`config.mk`:
```
export PLATFORM = sky130hd
export DESIGN_NAME = dmem_arbiter
export DESIGN_NICKNAME = d
export VERILOG_FILES = /design/src/rtl/dmem_arbiter.sv
export SDC_FILE = /design/constraint.sdc
export NUM_CORES = 1
export LEC_CHECK = 0
export CELL_PAD_IN_SITES_DETAIL_PLACEMENT = 1
export CELL_PAD_IN_SITES_GLOBAL_PLACEMENT = 2
export CORE_ASPECT_RATIO = 0.9
export CORE_MARGIN = 2
export CORE_UTILIZATION = 16
export DETAILED_ROUTE_END_ITERATION = 8
export PLACE_DENSITY = 0.79
export SETUP_SLACK_MARGIN = 0.05
export SLEW_MARGIN = 20
export SYNTH_ARGS = -nofsm -noshare
export SYNTH_HDL_FRONTEND = slang
export SYNTH_SLANG_ARGS = --single-unit
```
`constraint.sdc`:
```
create_clock -name clk -period 2.5 [get_ports clk]
set_input_delay 0.375 -clock clk [delete_from_list [all_inputs] [get_ports clk]]
set_output_delay 0.375 -clock clk [all_outputs]
set_load 0.01 [all_outputs]
```
`src/rtl/dmem_arbiter.sv`:
```
// dmem_arbiter: shares the single data-memory load/store port between the
// pipeline MEM stage (port 0) and the debug/program-loader port (port 1).
// The arbiter checks width and alignment, drives the memory bus from the
// granted port and registers a one-cycle response for that port. Port 1 can
// hold the bus with m1_lock. A lock that keeps port 0 waiting MAX_WAIT cycles
// is overridden.
//
// Optional feature: define DMEM_ARB_ROUND_ROBIN_EN to resolve ties in favour
// of the port not granted last. If it is undefined, port 0 wins every tie.

module dmem_arbiter #(
    parameter int unsigned MAX_WAIT = 8
) (
    input  logic        clk,
    input  logic        rst,
    input  logic        m0_req,
    input  logic        m0_we,
    input  logic [31:0] m0_addr,
    input  logic [31:0] m0_wdata,
    input  logic [2:0]  m0_width,
    output logic        m0_gnt,
    output logic        m0_rvalid,
    output logic [31:0] m0_rdata,
    output logic        m0_err,
    input  logic        m1_req,
    input  logic        m1_we,
    input  logic [31:0] m1_addr,
    input  logic [31:0] m1_wdata,
    input  logic [2:0]  m1_width,
    input  logic        m1_lock,
    output logic        m1_gnt,
    output logic        m1_rvalid,
    output logic [31:0] m1_rdata,
    output logic        m1_err,
    output logic [31:0] mem_addr,
    output logic [31:0] mem_write_data,
    output logic        mem_read,
    output logic        mem_write,
    output logic [2:0]  mem_width,
    input  logic [31:0] mem_read_data
);

    localparam logic [2:0] MEM_BYTE   = 3'b000;
    localparam logic [2:0] MEM_HALF   = 3'b001;
    localparam logic [2:0] MEM_WORD   = 3'b010;
    localparam logic [2:0] MEM_BYTE_U = 3'b100;
    localparam logic [2:0] MEM_HALF_U = 3'b101;

    localparam logic [7:0] WAIT_LIMIT = 8'(MAX_WAIT);

    // A request is legal when the width is a known encoding and the address
    // is naturally aligned for that width.
    function automatic logic is_legal(input logic [2:0] width, input logic [1:0] addr_lo);
        logic ok;
        case (width)
            MEM_BYTE, MEM_BYTE_U: ok = 1'b1;
            MEM_HALF, MEM_HALF_U: ok = ~addr_lo[0];
            MEM_WORD:             ok = (addr_lo == 2'b00);
            default:              ok = 1'b0;
        endcase
        return ok;
    endfunction

    logic        m0_legal, m1_legal;
    logic        m0_gnt_c, m1_gnt_c;

    logic        last_q, last_d;
    logic        lock_q, lock_d;
    logic [7:0]  wait_q, wait_d;

    logic        m0_rvalid_q, m0_rvalid_d;
    logic        m0_err_q, m0_err_d;
    logic [31:0] m0_rdata_q, m0_rdata_d;
    logic        m1_rvalid_q, m1_rvalid_d;
    logic        m1_err_q, m1_err_d;
    logic [31:0] m1_rdata_q, m1_rdata_d;

    assign m0_legal = is_legal(m0_width, m0_addr[1:0]);
    assign m1_legal = is_legal(m1_width, m1_addr[1:0]);

    // Grant selection: override, then lock, then single requester, then tie policy.
    always_comb begin
        // NOTE: every signal written here gets a default first so no path leaves it unassigned (no latch).
        m0_gnt_c = 1'b0;
        m1_gnt_c = 1'b0;
        if (!rst) begin
            if ((wait_q == WAIT_LIMIT) && m0_req) begin
                m0_gnt_c = 1'b1;
            end else if (lock_q && m1_req) begin
                m1_gnt_c = 1'b1;
            end else if (m0_req && m1_req) begin
`ifdef DMEM_ARB_ROUND_ROBIN_EN
                if (last_q) begin
                    m0_gnt_c = 1'b1;
                end else begin
                    m1_gnt_c = 1'b1;
                end
`else
                m0_gnt_c = 1'b1;
`endif
            end else if (m0_req) begin
                m0_gnt_c = 1'b1;
            end else if (m1_req) begin
                m1_gnt_c = 1'b1;
            end
        end
    end

    assign m0_gnt = m0_gnt_c;
    assign m1_gnt = m1_gnt_c;

    // Memory bus: mux the granted port. Idle zeros when nothing is granted.
    // An illegal request drives neither strobe.
    always_comb begin
        mem_addr       = '0;
        mem_write_data = '0;
        mem_width      = '0;
        mem_read       = 1'b0;
        mem_write      = 1'b0;
        if (m0_gnt_c) begin
            mem_addr       = m0_addr;
            mem_write_data = m0_wdata;
            mem_width      = m0_width;
            mem_read       = ~m0_we & m0_legal;
            mem_write      = m0_we & m0_legal;
        end else if (m1_gnt_c) begin
            mem_addr       = m1_addr;
            mem_write_data = m1_wdata;
            mem_width      = m1_width;
            mem_read       = ~m1_we & m1_legal;
            mem_write      = m1_we & m1_legal;
        end
    end

    // Next state for the arbitration registers and the per-port responses.
    always_comb begin
        lock_d = m1_gnt_c & m1_lock;

        if (m0_req && !m0_gnt_c) begin
            wait_d = (wait_q == WAIT_LIMIT) ? wait_q : wait_q + 8'd1;
        end else begin
            wait_d = '0;
        end

        last_d = last_q;
        if (m0_gnt_c) begin
            last_d = 1'b0;
        end else if (m1_gnt_c) begin
            last_d = 1'b1;
        end

        m0_rvalid_d = m0_gnt_c;
        m0_err_d    = m0_gnt_c & ~m0_legal;
        m0_rdata_d  = (m0_gnt_c && m0_legal && !m0_we) ? mem_read_data : '0;
        m1_rvalid_d = m1_gnt_c;
        m1_err_d    = m1_gnt_c & ~m1_legal;
        m1_rdata_d  = (m1_gnt_c && m1_legal && !m1_we) ? mem_read_data : '0;
    end

    // State and response registers with synchronous reset.
    always_ff @(posedge clk) begin
        // NOTE: non-blocking assignments so every flop samples pre-edge values regardless of statement order.
        if (rst) begin
            last_q      <= 1'b1;
            lock_q      <= 1'b0;
            wait_q      <= '0;
            m0_rvalid_q <= 1'b0;
            m0_err_q    <= 1'b0;
            m0_rdata_q  <= '0;
            m1_rvalid_q <= 1'b0;
            m1_err_q    <= 1'b0;
            m1_rdata_q  <= '0;
        end else begin
            last_q      <= last_d;
            lock_q      <= lock_d;
            wait_q      <= wait_d;
            m0_rvalid_q <= m0_rvalid_d;
            m0_err_q    <= m0_err_d;
            m0_rdata_q  <= m0_rdata_d;
            m1_rvalid_q <= m1_rvalid_d;
            m1_err_q    <= m1_err_d;
            m1_rdata_q  <= m1_rdata_d;
        end
    end

    // A response is held back while rst is high. A reset pulse in the cycle
    // after a grant therefore discards that response, and all response
    // outputs read zero for the whole reset interval.
    assign m0_rvalid = m0_rvalid_q & ~rst;
    assign m0_err    = m0_err_q & ~rst;
    assign m0_rdata  = rst ? '0 : m0_rdata_q;
    assign m1_rvalid = m1_rvalid_q & ~rst;
    assign m1_err    = m1_err_q & ~rst;
    assign m1_rdata  = rst ? '0 : m1_rdata_q;

endmodule

```
Yosys cells after proc, flatten, opt, wreduce, memory -nomap -nowiden. Index checks and enable logic that the tools add are counted.

Register bits: 77. Input bits: 173. Output and inout bits: 139. Word-level logic and storage cells: 86.

Add/sub/neg operators: 1. Equality and inequality tests: 9. Multiplexer cells: 25. Bitwise operators: 21. Reductions and logical operators: 22.

Operators by type and width (count): $mux W32 (6); $mux W1 (15); $reduce_or A2 Y1 (7); $eq A3 B3 Y1 const B (4); $and A1 B1 Y1 (11); $not A1 Y1 (10); $add A8 B1 Y8 const B (1); $eq A8 B4 Y1 const B (1); $logic_and A1 B1 Y1 (8); $eq A3 B1 Y1 const B (2); $eq A3 B2 Y1 const B (2); $logic_not A3 Y1 (2); $mux W3 (2); $pmux W1 S3 (2); $logic_not A2 Y1 (2); $logic_not A1 Y1 (3).

Longest topological paths before layout. Gate-level depths: netlist (run 1).

Depth in word-level cells: 10. Mapped depth: 7.

Worst setup path after synthesis (run 1). No wires, ideal clock.

Kind: register to output. Start point: reg wait_q[0]. End point: out mem_addr[24]. Data arrival time: 1.810 ns. Data required time: 2.125 ns. Setup slack: 0.315 ns. Cell stages (with the launch flop): 8. Cells stage by stage: dfxtp_1 > inv_1 > ha_1 > nor3b_1 > and3_4 > nor4b_4 > buf_6 > a22o_1.

Word-level cells in the longest chain between the ends: 6. Elaborated cells between the ends (all ways): 8. Classes of those cells: 1 x eq/ne; 6 x mux; 1 x reduce/logical.

RTL lines: from (decl) (line 69) `logic [7:0] wait_q, wait_d;`; from (signal assigned) (line 176) `wait_q <= wait_d;`; $eq A8 B4 Y1 (line 87) `if ((wait_q == WAIT_LIMIT) && m0_req) begin`; $logic_and A1 B1 Y1 (line 87); $mux W1 (line 87); $mux W1 (line 86) `if (!rst) begin`; via m1_gnt (line 31) `output logic m1_gnt,`; $mux W32 (line 126) `end else if (m1_gnt_c) begin`; $mux W32 (line 120) `if (m0_gnt_c) begin`; to (decl) (line 35) `output logic [31:0] mem_addr,`.

The timed path passes the listed nets, and every way through them passes these cells.

Worst setup path after layout (run 1).
Start point: reg wait_q[1]. End point: out mem_write_data[26].

Word-level cells in the longest chain between the ends: 6. Elaborated cells between the ends (all ways): 8. Classes of those cells: 1 x eq/ne; 6 x mux; 1 x reduce/logical.

RTL lines: $eq A8 B4 Y1 (*) (line 87); $logic_and A1 B1 Y1 (*) (line 87); $mux W1 (line 87); $mux W1 (line 86); $mux W32 (line 126); $mux W32 (*) (line 120); to (decl) (line 36) `output logic [31:0] mem_write_data,`.

Every way passes the cells marked *; elsewhere a longest branch is shown, timed or not.

==> results.json, run 1 <==
{
  "rsz0062_at_grt": "yes",
  "hp-class": "input pin to flop",
  "cts_root_buffer": "clkbuf_16",
  "drtPass1Iterations": 4,
  "grt_pass1_wl_mm": 27.3,
  "start_kind": "flop",
  "setup_violations": 36,
  "fillers": 2411,
  "core_mm2": 0.0216,
  "drt-total-wl_mm": 19.1,
  "syn_inst": 356,
  "irDropWorstVdd_uv": 277,
  "die_height_um": 145,
  "grt_use_total": 0.157,
  "clkSinkCount": 77,
  "vias_per_cell": 4.06,
  "leakage_nw": 3.18,
  "grt_pass1_vias": 4463,
  "max_freq_mhz": 385,
  "worstPathRequired_ps": 2120,
  "synth_ff_type": "dfxtp_1",
  "cts_made_buffers": 9,
  "dieArea_mm2": 0.0233,
  "ys_async_sr_fraction": 0,
  "p_sw_frac": 0.239,
  "power.switching_mw": 0.797,
  "rows": 51,
  "power_density_mw_per_mm2": 429,
  "area_growth_pct": 120,
  "cts-htree-levels": 3,
  "wl_per_cell_um": 19.1,
  "max-slew-margin-rel": 0.745,
  "seq_power_share": 0.374,
  "p_comb_frac": 0.238,
  "clk_path_buf_depth": 2,
  "maxSlewViolCount": 0,
  "final_nets": 878,
  "ant_nets": 0,
  "clock-skew-final_ps": 3.32,
  "tightest_slew_ps": 382,
  "crit_path_end_kind": "primary output",
  "io_pins": 312,
  "internal-power_mw": 2.54,
  "final_util": 0.360,
  "synth.largest_area_cell": "dfxtp_1",
  "layout_commonest_cell": "clkdlybuf4s50_1",
  "cp.arrival_ps": 2220,
  "clk-insertion-delay-late_ps": 330,
  "yosysTopAreaCellShare": 0.436,
  "post-route-drc-count": 0,
  "synth_cell_type_count": 31,
  "syn-cell-area_mm2": 0.00353,
  "start_util": 0.163,
  "finalHoldViolations": 0,
  "drive_gt1_frac": 0.225,
  "whs_ps": 527,
  "violations": "setup timing",
  "port_buffers": 311,
  "synth_edf_count": 0,
  "synth.area.top_cells": "dfxtp_1 (44%), a22o_1 (17%), nor2b_1 (13%)",
  "clk_transition_reported_paths_ps": 60,
  "cp_max_fo": 6,
  "critPathKind": "flop to primary output",
  "r2r-start": "wait_q[1]",
  "setup_ws_ps": -94.5,
  "ys_ff_latch": 77,
  "grt_antenna_before_repair": 2,
  "mostFrequentLayoutCells": "clkdlybuf4s50_1 (239), dfxtp_1 (75), nor2b_1 (70)",
  "drt_iter0_markers": 98,
  "status": "finished, violations left",
  "grt_max_degree": 33,
  "finalCritPeriodShare": 1.04,
  "ys.warnings.count": 0,
  "overflow": 0,
  "period_minus_slack_ps": 2590,
  "post-dp-hpwl_mm": 14.5,
  "worstHoldStart": "rst",
  "cts_tree": "built",
  "yosysSeqAreaShare": 0.436,
  "clkPwrFrac": 0.388,
  "setup_tns_ps": -1990,
  "avgSynthCellArea_um2": 9.93,
  "crit_start": "wait_q[1]",
  "cap_violations": 0,
  "die_x_um": 161,
  "holdBufCountCts": 0,
  "gp_congestion": 0.832,
  "syn_nets": 531,
  "vias": 4063
}
-- critical path, stage by stage, from the launching register on --
cell and delay (ps):
dfxtp_2 320, inv_2 70, ha_4 130, nor3b_4 210
and3_4 240, nor4b_4 50, buf_6 150, buf_12 130
buf_8 120, clkbuf_16 150, a22o_1 180, buf_2 140
-- layout make-up --
| type | instances | area (um2) | area share |
|---|---|---|---|
| Timing Repair Buffer | 364 | 3680 | 0.472 |
| Multi-Input combinational cell | 249 | 1890 | 0.243 |
| Sequential cell | 77 | 1540 | 0.198 |
| Tap cell | 291 | 364 | 0.0468 |
| Clock buffer | 12 | 246 | 0.0317 |
| Clock inverter | 3 | 46.3 | 0.00595 |
| Inverter | 2 | 7.51 | 0.000964 |
| Antenna cell | 2 | 5.00 | 0.000643 |
-- Yosys cell counts, types with 2 or more instances --
| library cell | number |
|---|---|
| clkbuf_1 | 10 |
| nand2_1 | 2 |
| ha_1 | 2 |
| nor2_1 | 10 |
| xor2_1 | 5 |
| buf_2 | 8 |
| and2_1 | 66 |
| inv_1 | 2 |
| a21oi_1 | 2 |
| nand3_1 | 5 |
| and3_1 | 3 |
| nor2b_1 | 71 |
| dfxtp_1 | 77 |
| a22o_1 | 67 |
| buf_6 | 10 |
-- path summary, 6_finish.rpt --
path,endpoint,slack [ps],cells after the start
worst max register to register,m0_rdata_q[26],500,9
worst max-delay path,mem_write_data[26],-90,11
worst min register to register,wait_q[0],540,2
worst min-delay path,wait_q[1],530,3
-- sequential cells by signal (all words and copies together), names as in the netlist --
signal and cells:
lock_q 1, m0_err_q 1, m0_rdata_q 32, m0_rvalid_q 1, m1_err_q 1, m1_rdata_q 32, m1_rvalid_q 1, wait_q 8
-- power groups by stage --
stage               sequential, mW  combinational, mW  clock [mW]
finish                        1.25              0.796        1.30
global route                  1.25              0.838        1.39
CTS                           1.25              0.770        1.35
detailed placement            1.28              0.731           0
global placement              1.28              0.723           0
floorplan                     1.27              0.207           0
-- logic make-up (layout without fill, tap and decap cells) --
| logic type | count (synthesis) | after routing | share of synthesized area |
|---|---|---|---|
| adders and majority gates | 2 | 2 | 0.00708 |
| buffers and inverters | 30 | 381 | 0.0559 |
| xor gates and xnor gates | 6 | 6 | 0.0149 |
| and+or+nand+nor | 168 | 168 | 0.307 |
| AOI/OAI and AO/OA | 73 | 73 | 0.179 |
| other | 0 | 2 | 0 |
| DFF | 77 | 77 | 0.436 |
-- layer usage --
layer  routed length (um)  track usage
met3                 1170       0.0372
met5                    0            0
met2                10100        0.294
met1                 6860        0.155
met4                  940        0.100
-- metrics by stage --
step	cell area (um2)	std cells	setup WS, ps	power (mW)
floorplan	3530	356	315	1.48
detailed placement	7040	956	-455	2.01
CTS	7560	989	-160	3.37
global route	7780	1000	-175	3.48
global placement	7040	956	-443	2.00
finish	7780	1000	-94.5	3.34
-- what timing repair did --
| item | 4_1_cts | 5_1_grt |
|---|---|---|
| setup buffers | 11 | 9 |
| pin swaps | 6 | 14 |
| cloned | 7 | 3 |
| endpoints found under the setup margin | 71 | 71 |
| resized for setup | 337 | 32 |
(Power assumes the default switching activity.)
==> run 2, diff against run 1 <==
--- a/config.mk
+++ b/config.mk
@@ -8,9 +8,9 @@
 export CELL_PAD_IN_SITES_DETAIL_PLACEMENT = 1
 export CELL_PAD_IN_SITES_GLOBAL_PLACEMENT = 2
 export CORE_ASPECT_RATIO = 0.9
-export CORE_MARGIN = 2
 export CORE_UTILIZATION = 16
 export DETAILED_ROUTE_END_ITERATION = 8
+export GPL_ROUTABILITY_DRIVEN = 0
 export PLACE_DENSITY = 0.79
 export SETUP_SLACK_MARGIN = 0.05
 export SLEW_MARGIN = 20
==> run 2 against run 1 <==
Compared with the run above:
- the run still ends with setup timing left
- sequential power hardly changed
- critical endpoint is now mem_addr[20]
- final area fell by 2.4%
- first-iteration DRC count shrank 7.1%
- largest power group is now registers
==> results.json, run 2 (synthesis results as in run 1) <==
{
  "status": "finished, violations left",
  "violations": "setup timing",
  "overflow": 0,
  "seq_power_share": 0.388,
  "vias": 4001,
  "cp_slowest_stage_delay_ps": 330,
  "mostFrequentLayoutCells": "clkdlybuf4s50_1 (238), dfxtp_1 (75), nor2b_1 (70)",
  "worstHoldStart": "rst",
  "reg2reg_depth": 9,
  "grt_pass1_wl_mm": 23.0,
  "rows": 51,
  "grt_antenna_before_repair": 4,
  "io_pins": 312,
  "maxSlewViolCount": 0,
  "finalNonFillerCells": 1001,
  "clkPwrFrac": 0.383,
  "drt_iter0_markers": 91,
  "largest_registers": "m0_rdata_q (32), m1_rdata_q (32), wait_q (8)",
  "crit_start": "wait_q[1]",
  "crit_path_end_kind": "primary output",
  "clk_transition_reported_paths_ps": 60,
  "cts_root_buffer": "clkbuf_16",
  "power_density_mw_per_mm2": 424,
  "start_util": 0.163,
  "stdcell_area_mm2": 0.00759,
  "power.switching_mw": 0.770,
  "endpoint": "mem_addr[20]",
  "cp_max_fo": 7,
  "r2r_end": "m0_rdata_q[14]",
  "drt-total-wl_mm": 16.9,
  "crit_top_cell": "buf_6",
  "drtPass1Iterations": 4,
  "hp-class": "input pin to flop",
  "finalHoldViolations": 0,
  "tightest_slew_ps": 715,
  "drive_gt1_frac": 0.220,
  "setup_violations": 11,
  "p_sw_frac": 0.239,
  "grt_max_degree": 70,
  "leakage_nw": 3.13,
  "r2r-start": "wait_q[1]",
  "cts_tree": "built",
  "dpl_cell_area_mm2": 0.00707,
  "ant_nets": 0,
  "clk_path_buf_depth": 2,
  "start_kind": "flop",
  "cp.arrival_ps": 2180,
  "clkSinkCount": 77,
  "grt_pass1_vias": 4172,
  "final_nets": 879,
  "post-dp-hpwl_mm": 12.7,
  "reg2reg_setup_slack_ps": 600,
  "cap_violations": 0,
  "clock-skew-final_ps": 5.53,
  "layout_commonest_cell": "clkdlybuf4s50_1",
  "period_minus_slack_ps": 2550,
  "setup_ws_ps": -50.6,
  "grt_use_total": 0.138,
  "dieArea_mm2": 0.0227,
  "core_mm2": 0.0216,
  "wl_per_cell_um": 16.9,
  "port_buffers": 311,
  "cp_cell_sequence": "inv_2 > ha_4 > nor3b_4 > and3_4 > nor4b_4 > buf_4 > buf_6 > buf_12 > buf_6 > a22o_1 > buf_2",
  "die_height_um": 143,
  "cts-htree-levels": 3,
  "placedCellCount": 958,
  "cts_made_buffers": 9,
  "rsz0062_at_grt": "yes",
  "critPathKind": "flop to primary output",
  "max_freq_mhz": 392,
  "worstPathRequired_ps": 2120,
  "internal-power_mw": 2.45,
  "finalCritPeriodShare": 1.02,
  "irDropWorstVdd_uv": 306,
  "vias_per_cell": 4.00,
  "slowest_stage": "dfxtp_2",
  "post-route-drc-count": 0,
  "clk-insertion-delay-late_ps": 330,
  "p_comb_frac": 0.229,
  "area_growth_pct": 115,
  "max-slew-margin-rel": 0.523,
  "die_x_um": 159
}
==> run 2: final cells by class <==
type | count | area, um2
Tap cell | 291 | 364
Inverter | 2 | 7.51
Clock buffer | 12 | 256
Fill cell | 2441 | 14000
Clock inverter | 4 | 32.5
Timing Repair Buffer | 365 | 3550
Multi-Input combinational cell | 249 | 1840
Sequential cell | 77 | 1540
Antenna cell | 1 | 2.50
==> run 2: worst min path at each step <==
stage,to,slack (ps),cells past startpoint
floorplan,wait_q[0],450,1
global placement,wait_q[7],510,2
detailed placement,wait_q[7],500,2
CTS,wait_q[1],470,3
global route,wait_q[1],500,3
finish,wait_q[1],480,3
==> run 2: repair_timing <==
action	CTS	global route
resized for setup	321	16
setup endpoints to repair	71	69
pin swaps	11	10
gates cloned	6	4
hold buffers	0	0
buffers inserted	10	7
==> run 2: power groups by stage <==
stage	logic [mW]	clock network, mW	registers (mW)
floorplan	0.207	0	1.27
global placement	0.705	0	1.27
detailed placement	0.714	0	1.28
CTS	0.719	1.29	1.25
global route	0.784	1.33	1.25
finish	0.737	1.23	1.25
==> run 2: layer usage <==
layer,track usage,vias up,wire length [um]
met5,0,-,27
met4,0.0405,4,222
met3,0.0431,20,1410
met2,0.268,193,9130
met1,0.140,1862,6130
li1,-,1922,-
==> run 2: per-stage QoR <==
stage | hold slack, ps | worst slack (ps) | total power [mW] | util | TNS (ps)
after floorplan | 448 | 315 | 1.48 | - | 0
after global placement | 505 | -452 | 1.98 | 0.327 | -20570
after detailed placement | 500 | -502 | 1.99 | 0.327 | -25670
after CTS | 469 | -131 | 3.26 | 0.344 | -4240
after global routing | 503 | -184 | 3.36 | 0.351 | -6160
final | 481 | -50.6 | 3.22 | 0.351 | -194
==> run 2: worst max-delay path, delay by kind of cell, from the launching register on <==
family | cells | cell delay (ps)
buffers and inverters | 6 | 710
and+or+nand+nor | 3 | 520
DFF | 1 | 330
adders and majority gates | 1 | 140
AOI/OAI and AO/OA | 1 | 120
